[src/rtl/pipe_pkg.sv]
// Shared types and default widths for the elastic pipeline stage register.
// Holds the occupancy state encoding and the control-bit index names.
package pipe_pkg;

    typedef enum logic [1:0] {
        ST_EMPTY = 2'd0,
        ST_FULL  = 2'd1,
        ST_SKID  = 2'd2
    } pipe_state_e;

    localparam int DATA_W_DEF   = 16;
    localparam int RD_W_DEF     = 4;
    localparam int CTRL_W_DEF   = 2;
    localparam int CNT_W_DEF    = 16;

    localparam int CTRL_MEM2REG = 0;
    localparam int CTRL_PCWRITE = 1;

    function automatic logic [1:0] state_occupancy(input pipe_state_e st);
        logic [1:0] occ;
        occ = 2'd0;
        case (st)
            ST_EMPTY: occ = 2'd0;
            ST_FULL:  occ = 2'd1;
            ST_SKID:  occ = 2'd2;
            default:  occ = 2'd0;
        endcase
        return occ;
    endfunction

endpackage

[src/rtl/pipe_slot.sv]
// One storage slot of the stage: a valid bit plus payload.
// Clear drops only the valid bit; the payload is kept until the next load.
module pipe_slot
    import pipe_pkg::*;
#(
    parameter int DATA_W = DATA_W_DEF,
    parameter int RD_W   = RD_W_DEF,
    parameter int CTRL_W = CTRL_W_DEF
) (
    input  logic              clock,
    input  logic              rst,
    input  logic              load,
    input  logic              clear,
    input  logic [RD_W-1:0]   in_rd,
    input  logic [DATA_W-1:0] in_memout,
    input  logic [DATA_W-1:0] in_aluout,
    input  logic [CTRL_W-1:0] in_ctrl,
    output logic              valid,
    output logic [RD_W-1:0]   rd,
    output logic [DATA_W-1:0] memout,
    output logic [DATA_W-1:0] aluout,
    output logic [CTRL_W-1:0] ctrl
);

    logic              valid_q, valid_d;
    logic [RD_W-1:0]   rd_q, rd_d;
    logic [DATA_W-1:0] memout_q, memout_d;
    logic [DATA_W-1:0] aluout_q, aluout_d;
    logic [CTRL_W-1:0] ctrl_q, ctrl_d;

    // Next slot contents: clear wins over load.
    always_comb begin
        valid_d  = valid_q;
        rd_d     = rd_q;
        memout_d = memout_q;
        aluout_d = aluout_q;
        ctrl_d   = ctrl_q;
        if (clear) begin
            valid_d = 1'b0;
        end else if (load) begin
            valid_d  = 1'b1;
            rd_d     = in_rd;
            memout_d = in_memout;
            aluout_d = in_aluout;
            ctrl_d   = in_ctrl;
        end else begin
            valid_d = valid_q;
        end
    end

    // Slot registers with asynchronous reset to all zeros.
    always_ff @(posedge clock or posedge rst) begin
        if (rst) begin
            valid_q  <= 1'b0;
            rd_q     <= '0;
            memout_q <= '0;
            aluout_q <= '0;
            ctrl_q   <= '0;
        end else begin
            valid_q  <= valid_d;
            rd_q     <= rd_d;
            memout_q <= memout_d;
            aluout_q <= aluout_d;
            ctrl_q   <= ctrl_d;
        end
    end

    assign valid  = valid_q;
    assign rd     = rd_q;
    assign memout = memout_q;
    assign aluout = aluout_q;
    assign ctrl   = ctrl_q;

endmodule

[src/rtl/pipe_stage_reg.sv]
// Elastic valid/ready stage register with a two-entry skid buffer, flush and bubble masking.
// Optional stall/bubble statistics counters are built when PIPE_STAGE_STATS_EN is defined.
module pipe_stage_reg
    import pipe_pkg::*;
#(
    parameter int DATA_W = DATA_W_DEF,
    parameter int RD_W   = RD_W_DEF,
    parameter int CTRL_W = CTRL_W_DEF
`ifdef PIPE_STAGE_STATS_EN
    ,
    parameter int CNT_W  = CNT_W_DEF
`endif
) (
    input  logic              clock,
    input  logic              rst,
    input  logic              flush,
    input  logic              in_valid,
    output logic              in_ready,
    input  logic [RD_W-1:0]   in_rd,
    input  logic [DATA_W-1:0] in_memout,
    input  logic [DATA_W-1:0] in_aluout,
    input  logic [CTRL_W-1:0] in_ctrl,
    output logic              out_valid,
    input  logic              out_ready,
    output logic [RD_W-1:0]   out_rd,
    output logic [DATA_W-1:0] out_memout,
    output logic [DATA_W-1:0] out_aluout,
    output logic [CTRL_W-1:0] out_ctrl,
    output logic [1:0]        occupancy
`ifdef PIPE_STAGE_STATS_EN
    ,
    output logic [CNT_W-1:0]  stall_cycles,
    output logic [CNT_W-1:0]  bubble_cycles
`endif
);

    pipe_state_e state_q, state_d;
    logic        in_ready_q, in_ready_d;
    logic [1:0]  occ_q, occ_d;

    logic accept_s, take_s;
    logic main_load_s, main_clear_s, main_sel_skid_s;
    logic skid_load_s, skid_clear_s;

    logic              main_valid_s, skid_valid_s;
    logic [RD_W-1:0]   main_rd_s, skid_rd_s, main_in_rd_s;
    logic [DATA_W-1:0] main_memout_s, skid_memout_s, main_in_memout_s;
    logic [DATA_W-1:0] main_aluout_s, skid_aluout_s, main_in_aluout_s;
    logic [CTRL_W-1:0] main_ctrl_s, skid_ctrl_s, main_in_ctrl_s;

    assign accept_s = in_valid & in_ready_q;
    assign take_s   = main_valid_s & out_ready;

    // Next state and slot control; flush overrides any transfer.
    always_comb begin
        state_d         = state_q;
        main_load_s     = 1'b0;
        main_clear_s    = 1'b0;
        main_sel_skid_s = 1'b0;
        skid_load_s     = 1'b0;
        skid_clear_s    = 1'b0;
        if (flush) begin
            main_clear_s = 1'b1;
            skid_clear_s = 1'b1;
            state_d      = ST_EMPTY;
        end else begin
            case (state_q)
                ST_EMPTY: begin
                    if (accept_s) begin
                        main_load_s = 1'b1;
                        state_d     = ST_FULL;
                    end else begin
                        state_d = ST_EMPTY;
                    end
                end
                ST_FULL: begin
                    if (accept_s && take_s) begin
                        main_load_s = 1'b1;
                        state_d     = ST_FULL;
                    end else if (accept_s) begin
                        skid_load_s = 1'b1;
                        state_d     = ST_SKID;
                    end else if (take_s) begin
                        main_clear_s = 1'b1;
                        state_d      = ST_EMPTY;
                    end else begin
                        state_d = ST_FULL;
                    end
                end
                ST_SKID: begin
                    if (take_s) begin
                        main_load_s     = 1'b1;
                        main_sel_skid_s = 1'b1;
                        skid_clear_s    = 1'b1;
                        state_d         = ST_FULL;
                    end else begin
                        state_d = ST_SKID;
                    end
                end
                default: begin
                    main_clear_s = 1'b1;
                    skid_clear_s = 1'b1;
                    state_d      = ST_EMPTY;
                end
            endcase
        end
    end

    // Main slot refills from the skid slot when draining, otherwise from upstream.
    always_comb begin
        main_in_rd_s     = in_rd;
        main_in_memout_s = in_memout;
        main_in_aluout_s = in_aluout;
        main_in_ctrl_s   = in_ctrl;
        if (main_sel_skid_s) begin
            main_in_rd_s     = skid_rd_s;
            main_in_memout_s = skid_memout_s;
            main_in_aluout_s = skid_aluout_s;
            main_in_ctrl_s   = skid_ctrl_s;
        end else begin
            main_in_rd_s = in_rd;
        end
    end

    // Registered ready and occupancy follow the next state.
    always_comb begin
        in_ready_d = (state_d != ST_SKID);
        occ_d      = state_occupancy(state_d);
    end

    // State, ready and occupancy registers.
    always_ff @(posedge clock or posedge rst) begin
        if (rst) begin
            state_q    <= ST_EMPTY;
            in_ready_q <= 1'b1;
            occ_q      <= 2'd0;
        end else begin
            state_q    <= state_d;
            in_ready_q <= in_ready_d;
            occ_q      <= occ_d;
        end
    end

    pipe_slot #(.DATA_W(DATA_W), .RD_W(RD_W), .CTRL_W(CTRL_W)) u_main (
        .clock     (clock),
        .rst       (rst),
        .load      (main_load_s),
        .clear     (main_clear_s),
        .in_rd     (main_in_rd_s),
        .in_memout (main_in_memout_s),
        .in_aluout (main_in_aluout_s),
        .in_ctrl   (main_in_ctrl_s),
        .valid     (main_valid_s),
        .rd        (main_rd_s),
        .memout    (main_memout_s),
        .aluout    (main_aluout_s),
        .ctrl      (main_ctrl_s)
    );

    pipe_slot #(.DATA_W(DATA_W), .RD_W(RD_W), .CTRL_W(CTRL_W)) u_skid (
        .clock     (clock),
        .rst       (rst),
        .load      (skid_load_s),
        .clear     (skid_clear_s),
        .in_rd     (in_rd),
        .in_memout (in_memout),
        .in_aluout (in_aluout),
        .in_ctrl   (in_ctrl),
        .valid     (skid_valid_s),
        .rd        (skid_rd_s),
        .memout    (skid_memout_s),
        .aluout    (skid_aluout_s),
        .ctrl      (skid_ctrl_s)
    );

    assign in_ready   = in_ready_q;
    assign occupancy  = occ_q;
    assign out_valid  = main_valid_s;
    assign out_rd     = main_rd_s;
    assign out_memout = main_memout_s;
    assign out_aluout = main_aluout_s;
    // A bubble must never present mem2reg or pcwrite downstream.
    assign out_ctrl   = main_ctrl_s & {CTRL_W{main_valid_s}};

`ifdef PIPE_STAGE_STATS_EN
    logic [CNT_W-1:0] stall_q, stall_d;
    logic [CNT_W-1:0] bubble_q, bubble_d;

    // Saturating stall and bubble counters; flush does not clear them.
    always_comb begin
        stall_d  = stall_q;
        bubble_d = bubble_q;
        if (main_valid_s && !out_ready && (stall_q != {CNT_W{1'b1}})) begin
            stall_d = stall_q + CNT_W'(1);
        end else begin
            stall_d = stall_q;
        end
        if (!main_valid_s && !flush && (bubble_q != {CNT_W{1'b1}})) begin
            bubble_d = bubble_q + CNT_W'(1);
        end else begin
            bubble_d = bubble_q;
        end
    end

    // Counter registers, cleared only by reset.
    always_ff @(posedge clock or posedge rst) begin
        if (rst) begin
            stall_q  <= '0;
            bubble_q <= '0;
        end else begin
            stall_q  <= stall_d;
            bubble_q <= bubble_d;
        end
    end

    assign stall_cycles  = stall_q;
    assign bubble_cycles = bubble_q;
`endif

endmodule

[config.mk]
export PLATFORM = sky130hd
export DESIGN_NAME = pipe_stage_reg
export DESIGN_NICKNAME = d
export VERILOG_FILES = /design/src/rtl/pipe_pkg.sv /design/src/rtl/pipe_slot.sv /design/src/rtl/pipe_stage_reg.sv
export SDC_FILE = /design/constraint.sdc
export NUM_CORES = 1
export LEC_CHECK = 0
export CAP_MARGIN = 20
export CORE_MARGIN = 1
export CORE_UTILIZATION = 55
export DETAILED_ROUTE_END_ITERATION = 16
export PLACE_DENSITY_LB_ADDON = 0.05
export SLEW_MARGIN = 20
export SYNTH_ARGS = -nofsm -noshare
export SYNTH_HDL_FRONTEND = slang
export SYNTH_HIERARCHICAL = 1
export SYNTH_SLANG_ARGS = --single-unit
[constraint.sdc]
create_clock -name clock -period 5 [get_ports clock]
set_clock_uncertainty 0.2 [all_clocks]
set_input_delay 0.75 -clock clock [delete_from_list [all_inputs] [get_ports clock]]
set_output_delay 0.75 -clock clock [all_outputs]
set_load 0.05 [all_outputs]
==> flow_metrics.py <==
metrics = {
    "outcome": {
        "run_status": "completed",
    },
    "setup_path": {
        "cp.arrival_ns": 3.30,
        "end_kind": "flip-flop",
        "worst_path_max_delay_cell": "clkdlybuf4s50_1",
        "critical-path-max-stage-delay_ns": 0.58,
        "cp-start-kind": "input port",
        "worstPathRequired_ns": 5.01,
        "critPathKind": "input port to flip-flop",
        "worstPathMaxFanout": 28,
        "crit_chain": "clkdlybuf4s50_1 > a21boi_0 > or3_1 > a21oi_1 > nor2b_4 > buf_4 > mux2_2",
    },
    "global_routing": {
        "grt_pass1_vias": 2444,
        "grt_max_degree": 40,
        "track_usage": 0.215,
        "antenna_found_initial": 0,
        "grt_pass1_wl_mm": 12.2,
        "grt-ovfl-total": 0,
    },
    "clocking": {
        "cts_max_path_buffers": 2,
        "clk_pin_slew_worst_paths_ns": 0.07,
        "cts_tree": "yes",
        "cts_buffers": 9,
        "insertion_delay_ns": 0.33,
        "postCtsHoldBufs": 0,
        "cts_setup_buffers": 0,
        "clock-sinks": 82,
        "post_cts_resized": 0,
        "h-tree-depth": 3,
        "root_buffer": "clkbuf_8",
    },
    "layout": {
        "fin_nets": 369,
        "drive_gt1_frac": 0.414,
        "layout_common_cells": "clkdlybuf4s50_1 (84), dfrtp_1 (81), mux2_4 (60)",
        "layout_commonest_cell": "clkdlybuf4s50_1",
        "final_area_mm2": 0.00500,
        "syn2layout_area_growth_pct": 26.0,
        "n_fill_cell": 479,
        "antenna_cells": 0,
        "layout.cells.non_filler": 427,
    },
    "floorplanning": {
        "dieArea_mm2": 0.00756,
        "coreArea_mm2": 0.00687,
        "rows": 30,
        "pin_count": 85,
        "die_y_um": 86.9,
        "die_w_um": 86.9,
        "start_util": 0.578,
    },
    "logic_synthesis": {
        "syn_nets": 285,
        "syn_area_mm2": 0.00397,
        "avgSynthCellArea_um2": 16.4,
        "yosys_warnings": 6,
        "synthCells": 242,
    },
    "placement": {
        "pre_cts_slack_ns": 1.38,
        "gp_congestion": 0.796,
        "port_buffers": 84,
        "dp_hpwl_mm": 4.76,
        "dpl_cell_area_mm2": 0.00477,
        "dp_cells": 411,
    },
    "timing": {
        "slew_headroom": 0.411,
        "slew_violations": 0,
        "hold_viol_final": 0,
        "setup_viol": 0,
        "worst_slew_pin_slew_ns": 0.882,
        "period_share": 0.657,
        "setup_slack_ns": 1.71,
        "clock.fmax_mhz": 304,
        "rsz0062_at_grt": "no",
        "setup_tns_ns": 0,
        "fin_crit_ns": 3.29,
    },
    "power_and_ir_drop": {
        "powerDensity_mw_per_mm2": 537,
        "ir_drop_mv": 0.259,
        "power_leakage_nw": 2.17,
    },
    "routing": {
        "num_vias": 2198,
        "drc_errors": 0,
        "antenna_left": 0,
        "wire_per_inst_um": 17.0,
        "drt_iter0_markers": 61,
        "vias_per_cell": 5.15,
        "wl_mm": 7.27,
        "dr.pass1.iters": 4,
    },
    "run": {
        "max_cap_viol_count": 0,
    },
    "min_path": {
        "holdCritPathClass": "flip-flop to flip-flop",
    },
}
[critical path: cells and delay by family]
family / cells / cell delay [ns]
simple gates: 2 / 0.73
mux: 1 / 0.39
compound gates: 2 / 0.33
buf+inv: 2 / 1.08
[flip-flops by register name, indices dropped and copies added (netlist names)]
register and flops:
occupancy 2, u_main/ctrl 2, u_main/memout 16, u_main/rd 4, u_skid/rd 4, u_skid/aluout 16, state_q 2, u_main/aluout 16
in_ready 1, u_main/valid 1, u_skid/memout 16, u_skid/ctrl 2
[metrics by stage]
step | util | power, mW | hold slack (ns)
after floorplan | - | 1.81 | 0.273
after detailed placement | 0.695 | 2.15 | 0.291
final | 0.728 | 2.68 | 0.303
after global placement | 0.695 | 2.12 | 0.283
after global routing | 0.728 | 2.81 | 0.325
after CTS | 0.728 | 2.71 | 0.310
[final timing paths]
kind | endpoint | depth (start not counted) | startpoint | slack, ns
max in group asynchronous | u_main/memout[13] | 2 | rst | 3.24
max | u_main/aluout[0] | 7 | out_ready | 1.71
min reg2reg | u_skid/rd[1] | 1 | u_skid/rd[1] | 0.30
min in group asynchronous | state_q[1] | 2 | rst | 0.52
min | u_skid/rd[1] | 1 | u_skid/rd[1] | 0.30
max reg2reg | u_main/aluout[0] | 6 | u_main/valid | 2.16
[cell type report]
type	instances	area [um^2]	area share
Clock buffer	13	139	0.0278
Clock inverter	3	90.1	0.0180
Inverter	4	15.0	0.00300
Multi-Input combinational cell	142	1720	0.344
Sequential cell	82	2050	0.411
Tap cell	96	120	0.0240
Timing Repair Buffer	87	863	0.173
[power by group]
part / switching, mW / internal, mW
registers: 0.145 / 0.917
logic: 0.569 / 0.503
clock network: 0.217 / 0.333
total: 0.930 / 1.75
[layer usage]
metal / part of all wire / wire (um) / GRT usage / up-vias
li1: - / - / - / 1032
met1: 0.47 / 3430 / 0.293 / 1111
met2: 0.48 / 3490 / 0.345 / 51
met3: 0.041 / 296 / 0.0379 / 4
met4: 0.0070 / 51 / 0.0803 / 0
met5: 0 / 0 / 0 / -
No activity file was read; power rests on OpenSTA's default activity.
